<file path="config.mk">
export PLATFORM = sky130hd
export DESIGN_NAME = fft_bitrev_reorder
export DESIGN_NICKNAME = d
export VERILOG_FILES = /design/src/rtl/fft_bitrev_reorder.sv
export SDC_FILE = /design/constraint.sdc
export NUM_CORES = 1
export LEC_CHECK = 0
export BUFFER_PORTS_ARGS = -buffer_cell sky130_fd_sc_hd__buf_2
export CAP_MARGIN = 20
export CORE_MARGIN = 5
export CORE_UTILIZATION = 40
export DETAILED_ROUTE_END_ITERATION = 16
export SLEW_MARGIN = 20
export SYNTH_ARGS = -nofsm -noshare
export SYNTH_HDL_FRONTEND = slang
export SYNTH_SLANG_ARGS = --single-unit
</file>
<file path="constraint.sdc">
create_clock -name clk -period 4.09 [get_ports clk]
set_input_delay 0 -clock clk [delete_from_list [all_inputs] [get_ports clk]]
set_output_delay 0 -clock clk [all_outputs]
set_load 0.02 [all_outputs]
</file>
<file path="src/rtl/fft_bitrev_reorder.sv">
`default_nettype none
// ============================================================================
// Module  : fft_bitrev_reorder
// Brief   : Ping-pong register buffer that turns bit-reversed FFT output
//           frames into natural index order, with valid/ready on both sides.
// Revision: 1.0 - initial release
// ============================================================================
module fft_bitrev_reorder #(
    parameter int N_LOG2 = 3,
    parameter int DATA_W = 12
) (
    input  logic                     clk,
    input  logic                     rst_n,
    input  logic                     in_valid,
    output logic                     in_ready,
    input  logic signed [DATA_W-1:0] in_r,
    input  logic signed [DATA_W-1:0] in_i,
    input  logic                     in_last,
    output logic                     out_valid,
    input  logic                     out_ready,
    output logic signed [DATA_W-1:0] out_r,
    output logic signed [DATA_W-1:0] out_i,
    output logic                     out_last,
    output logic                     frame_err
);

    localparam int                N       = 1 << N_LOG2;
    localparam logic [N_LOG2-1:0] CNT_MAX = N_LOG2'(N - 1);

    function automatic logic [N_LOG2-1:0] bitrev(input logic [N_LOG2-1:0] v);
        logic [N_LOG2-1:0] rev;
        for (int b = 0; b < N_LOG2; b++) begin
            rev[b] = v[N_LOG2-1-b];
        end
        return rev;
    endfunction

    logic signed [DATA_W-1:0] mem_r_q [2][N];
    logic signed [DATA_W-1:0] mem_i_q [2][N];

    logic              wr_bank_q, wr_bank_d;
    logic              rd_bank_q, rd_bank_d;
    logic [N_LOG2-1:0] wr_cnt_q,  wr_cnt_d;
    logic [N_LOG2-1:0] rd_cnt_q,  rd_cnt_d;
    logic [1:0]        full_q,    full_d;
    logic              frame_err_q, frame_err_d;

    logic              wr_accept;
    logic              rd_xfer;
    logic              wr_done;
    logic              rd_done;
    logic [N_LOG2-1:0] wr_addr;

    assign in_ready  = ~full_q[wr_bank_q];
    assign out_valid = full_q[rd_bank_q];
    assign out_r     = mem_r_q[rd_bank_q][rd_cnt_q];
    assign out_i     = mem_i_q[rd_bank_q][rd_cnt_q];
    assign out_last  = out_valid & (rd_cnt_q == CNT_MAX);
    assign frame_err = frame_err_q;

    assign wr_accept = in_valid & in_ready;
    assign rd_xfer   = out_valid & out_ready;
    assign wr_done   = wr_accept & (wr_cnt_q == CNT_MAX);
    assign rd_done   = rd_xfer & (rd_cnt_q == CNT_MAX);
    assign wr_addr   = bitrev(wr_cnt_q);

    // Counters wrap naturally at N; a completed write and a completed read
    // always touch different banks, so both full-flag updates may apply.
    always_comb begin
        wr_cnt_d    = wr_cnt_q;
        rd_cnt_d    = rd_cnt_q;
        wr_bank_d   = wr_bank_q;
        rd_bank_d   = rd_bank_q;
        full_d      = full_q;
        frame_err_d = frame_err_q;
        if (wr_accept) begin
            wr_cnt_d = wr_cnt_q + 1'b1;
            if (in_last != (wr_cnt_q == CNT_MAX)) begin
                frame_err_d = 1'b1;
            end
        end
        if (wr_done) begin
            full_d[wr_bank_q] = 1'b1;
            wr_bank_d         = ~wr_bank_q;
        end
        if (rd_xfer) begin
            rd_cnt_d = rd_cnt_q + 1'b1;
        end
        if (rd_done) begin
            full_d[rd_bank_q] = 1'b0;
            rd_bank_d         = ~rd_bank_q;
        end
    end

    always_ff @(posedge clk or negedge rst_n) begin
        if (!rst_n) begin
            wr_cnt_q    <= '0;
            rd_cnt_q    <= '0;
            wr_bank_q   <= 1'b0;
            rd_bank_q   <= 1'b0;
            full_q      <= '0;
            frame_err_q <= 1'b0;
        end else begin
            wr_cnt_q    <= wr_cnt_d;
            rd_cnt_q    <= rd_cnt_d;
            wr_bank_q   <= wr_bank_d;
            rd_bank_q   <= rd_bank_d;
            full_q      <= full_d;
            frame_err_q <= frame_err_d;
        end
    end

    always_ff @(posedge clk or negedge rst_n) begin
        if (!rst_n) begin
            for (int b = 0; b < 2; b++) begin
                for (int e = 0; e < N; e++) begin
                    mem_r_q[b][e] <= '0;
                    mem_i_q[b][e] <= '0;
                end
            end
        end else if (wr_accept) begin
            mem_r_q[wr_bank_q][wr_addr] <= in_r;
            mem_i_q[wr_bank_q][wr_addr] <= in_i;
        end
    end

endmodule
`default_nettype wire

</file>
==> metrics.csv <==
metric;value;unit
status;finished, final reports clean;
Initial Util;0.406;
Worst-Skew Late Latency;0.55;ns
routability cong.;0.719;
CP cell instances;buf_4 -> mux4_2 -> a22oi_1 -> nand2_1 -> buf_2;
Top Usage Layer GRT;met2;
CTS sink cnt;395;
Total Routing Usage GR;0.170;
worst endpoint required time;4.09;ns
share of the synthesized area in the top cell type;0.549;
post-CTS setup buffers;0;
GR Util met3;0.0327;
Mapped Cells;1103;
FF+latch count, synth;395;
Max Root-Sink Buffers;3;
Reg clk slew, reported paths;0.06;ns
row cnt;77;
Critical Path Fanout Max;51;
worst endpoint data arrival time;2.86;ns
worst hold slack;0.0253;ns
Max-Cap Viols;0;
syn_area_per_cell;16.3;um2
critical path's slowest cell;dfrtp_4;
initial antenna violation count;0;
Die H;222;um
Synth area leaders;dfrtp_1, mux2_2, mux4_2;
met2 usage;0.269;
IO Count;57;
average vias per placed instance;5.47;
Worst Clk Skew;0.00917;ns
Tmin final;2.86;ns
Setup WS pre-CTS;1.54;ns
DRT antenna net count;0;
final worst setup slack;1.23;ns
largest net degree at the start of global routing;126;
Antenna diodes;0;
Final HPWL DP;24100;um
Synthesized Nets;1140;
fmax;350;MHz
crit path kind;flip-flop to output pin;
Worst Tran Pin Value;1.08;ns
post-route DRC violation count;0;
TritonCTS buffer count;44;
Post-Route Setup TNS;0;ns
Die Wd;222;um
Critical Path Sink Type;output pin;
pwr dens;825;nW/um2
Clock H-tree levels;2;
Crit path max-delay family;flip-flops;
Hold Crit Class;input pin to async pin;
Port Buf Inserts;56;
Syn. warnings;0;
share of cells above drive strength 1;0.539;
Routed Wire Length;41400;um
die area;49300;um2
Worst Path Buf+Inv;2;
area leader, netlist;dfrtp_1;
DR WL/cell;23.2;um
most common cell after layout, fill and taps aside;dfrtp_1;
vias in the first global route;10613;
RSZ-0062 raised after global routing;no;
DR vias;9758;
cts repair resizes;0;
met1 GRT Util;0.243;
cts hold-fix bufs;29;
Hold Fails Final Rpt;0;
Slew Limit Fails;0;
DRT iter0 DRCs;584;
Power, Total;16900;uW
post-layout util;0.462;
first drt pass iteration count;5;
clock root buffer;clkbuf_16;
commonest cells after routing, fill and taps aside;dfrtp_1, mux2_2, mux4_2;
setup violators final;0;
grt ovf;0;
first-pass GRT wire length;65900;um
Final Net Count;1196;
maximum vdd drop;0.442;mV
TritonCTS clock tree;built;
Pleak;0.00913;uW
Startpoint Class;flip-flop;
max_slew headroom;0.281;
Final period util;0.699;
area of the mapped netlist;18000;um2
synth-to-layout area growth;13.9;%
synth unique cells;35;
CP max stage delay;1.02;ns
core region area;44300;um2
register area share after synthesis;0.549;
[registers in the layout, summed over array words and instances, names as in the netlist]
register and cells:
rd_cnt_q 3, frame_err 1, wr_cnt_q 3, wr_bank_q 1
rd_bank_q 1, mem_r_q 192, mem_i_q 192, full_q 2
[metrics by stage]
step / cell area [um2] / instances
finish: 20500 / 1784
detailed placement: 18700 / 1675
floorplan: 18000 / 1103
global placement: 18700 / 1675
global route: 20500 / 1784
CTS: 20500 / 1783
[final cells by class]
cell class | count | area [um2]
timing repair buffer | 106 | 846
inverter | 3 | 11.3
clock inverter | 11 | 80.1
multi-input combinational | 609 | 7540
fill | 3901 | 23800
tap | 592 | 741
clock buffer | 68 | 1370
sequential | 395 | 9890
[synth_stat cells, drive strengths merged]
master    n
buf      55
ha        8
nand2b    1
a21o      1
and3      2
mux2i     2
a22oi    48
clkbuf   41
nand3b    1
xnor2     3
nand3     4
nand4     4
mux4     96
inv       3
mux2    388
nor4      1
and2      2
o21bai    1
nor2      4
a31oi     1
a41oi     1
o21ai     1
and2b     1
dfrtp   395
nor3b     3
and4      2
nor2b     2
nand2    32
[metal layers]
layer / vias to the layer above / share of wire
li1: 4262 / -
met1: 5276 / 0.47
met2: 151 / 0.47
met3: 69 / 0.040
met4: 0 / 0.022
met5: - / 0
[cell families after synthesis]
group,Yosys count,share of synthesized area
muxes,486,0.366
and+or+nand+nor,59,0.0220
DFF,395,0.549
adders and majority gates,8,0.00556
AOI/OAI and AO/OA,53,0.0220
buffers and inverters,99,0.0335
xor gates and xnor gates,3,0.00146
[where the power goes]
group / internal, uW / leakage [uW] / switching [uW]
logic: 3440 / 0.00340 / 2690
registers: 5720 / 0.00500 / 1110
clock network: 2360 / 0.000731 / 1570
[path summary, 6_finish.rpt]
| check | startpoint | endpoint | slack (ns) | cells past startpoint |
|---|---|---|---|---|
| worst max-delay path | rd_cnt_q[0]$_DFFE_PN0P_ | out_r[6] | 1.23 | 5 |
| worst min-delay path | rst_n | mem_i_q[37]$_DFFE_PN0P_ | 0.03 | 2 |
| worst min register to register | mem_i_q[144]$_DFFE_PN0P_ | mem_i_q[144]$_DFFE_PN0P_ | 0.48 | 1 |
| min in group clk | out_ready | rd_bank_q$_DFFE_PN0P_ | 0.31 | 3 |
| worst max register to register | wr_cnt_q[2]$_DFFE_PN0P_ | mem_r_q[9]$_DFFE_PN0P_ | 1.57 | 3 |
| max in group asynchronous | rst_n | mem_r_q[50]$_DFFE_PN0P_ | 2.91 | 3 |
No activity file was read; power rests on OpenSTA's default activity.
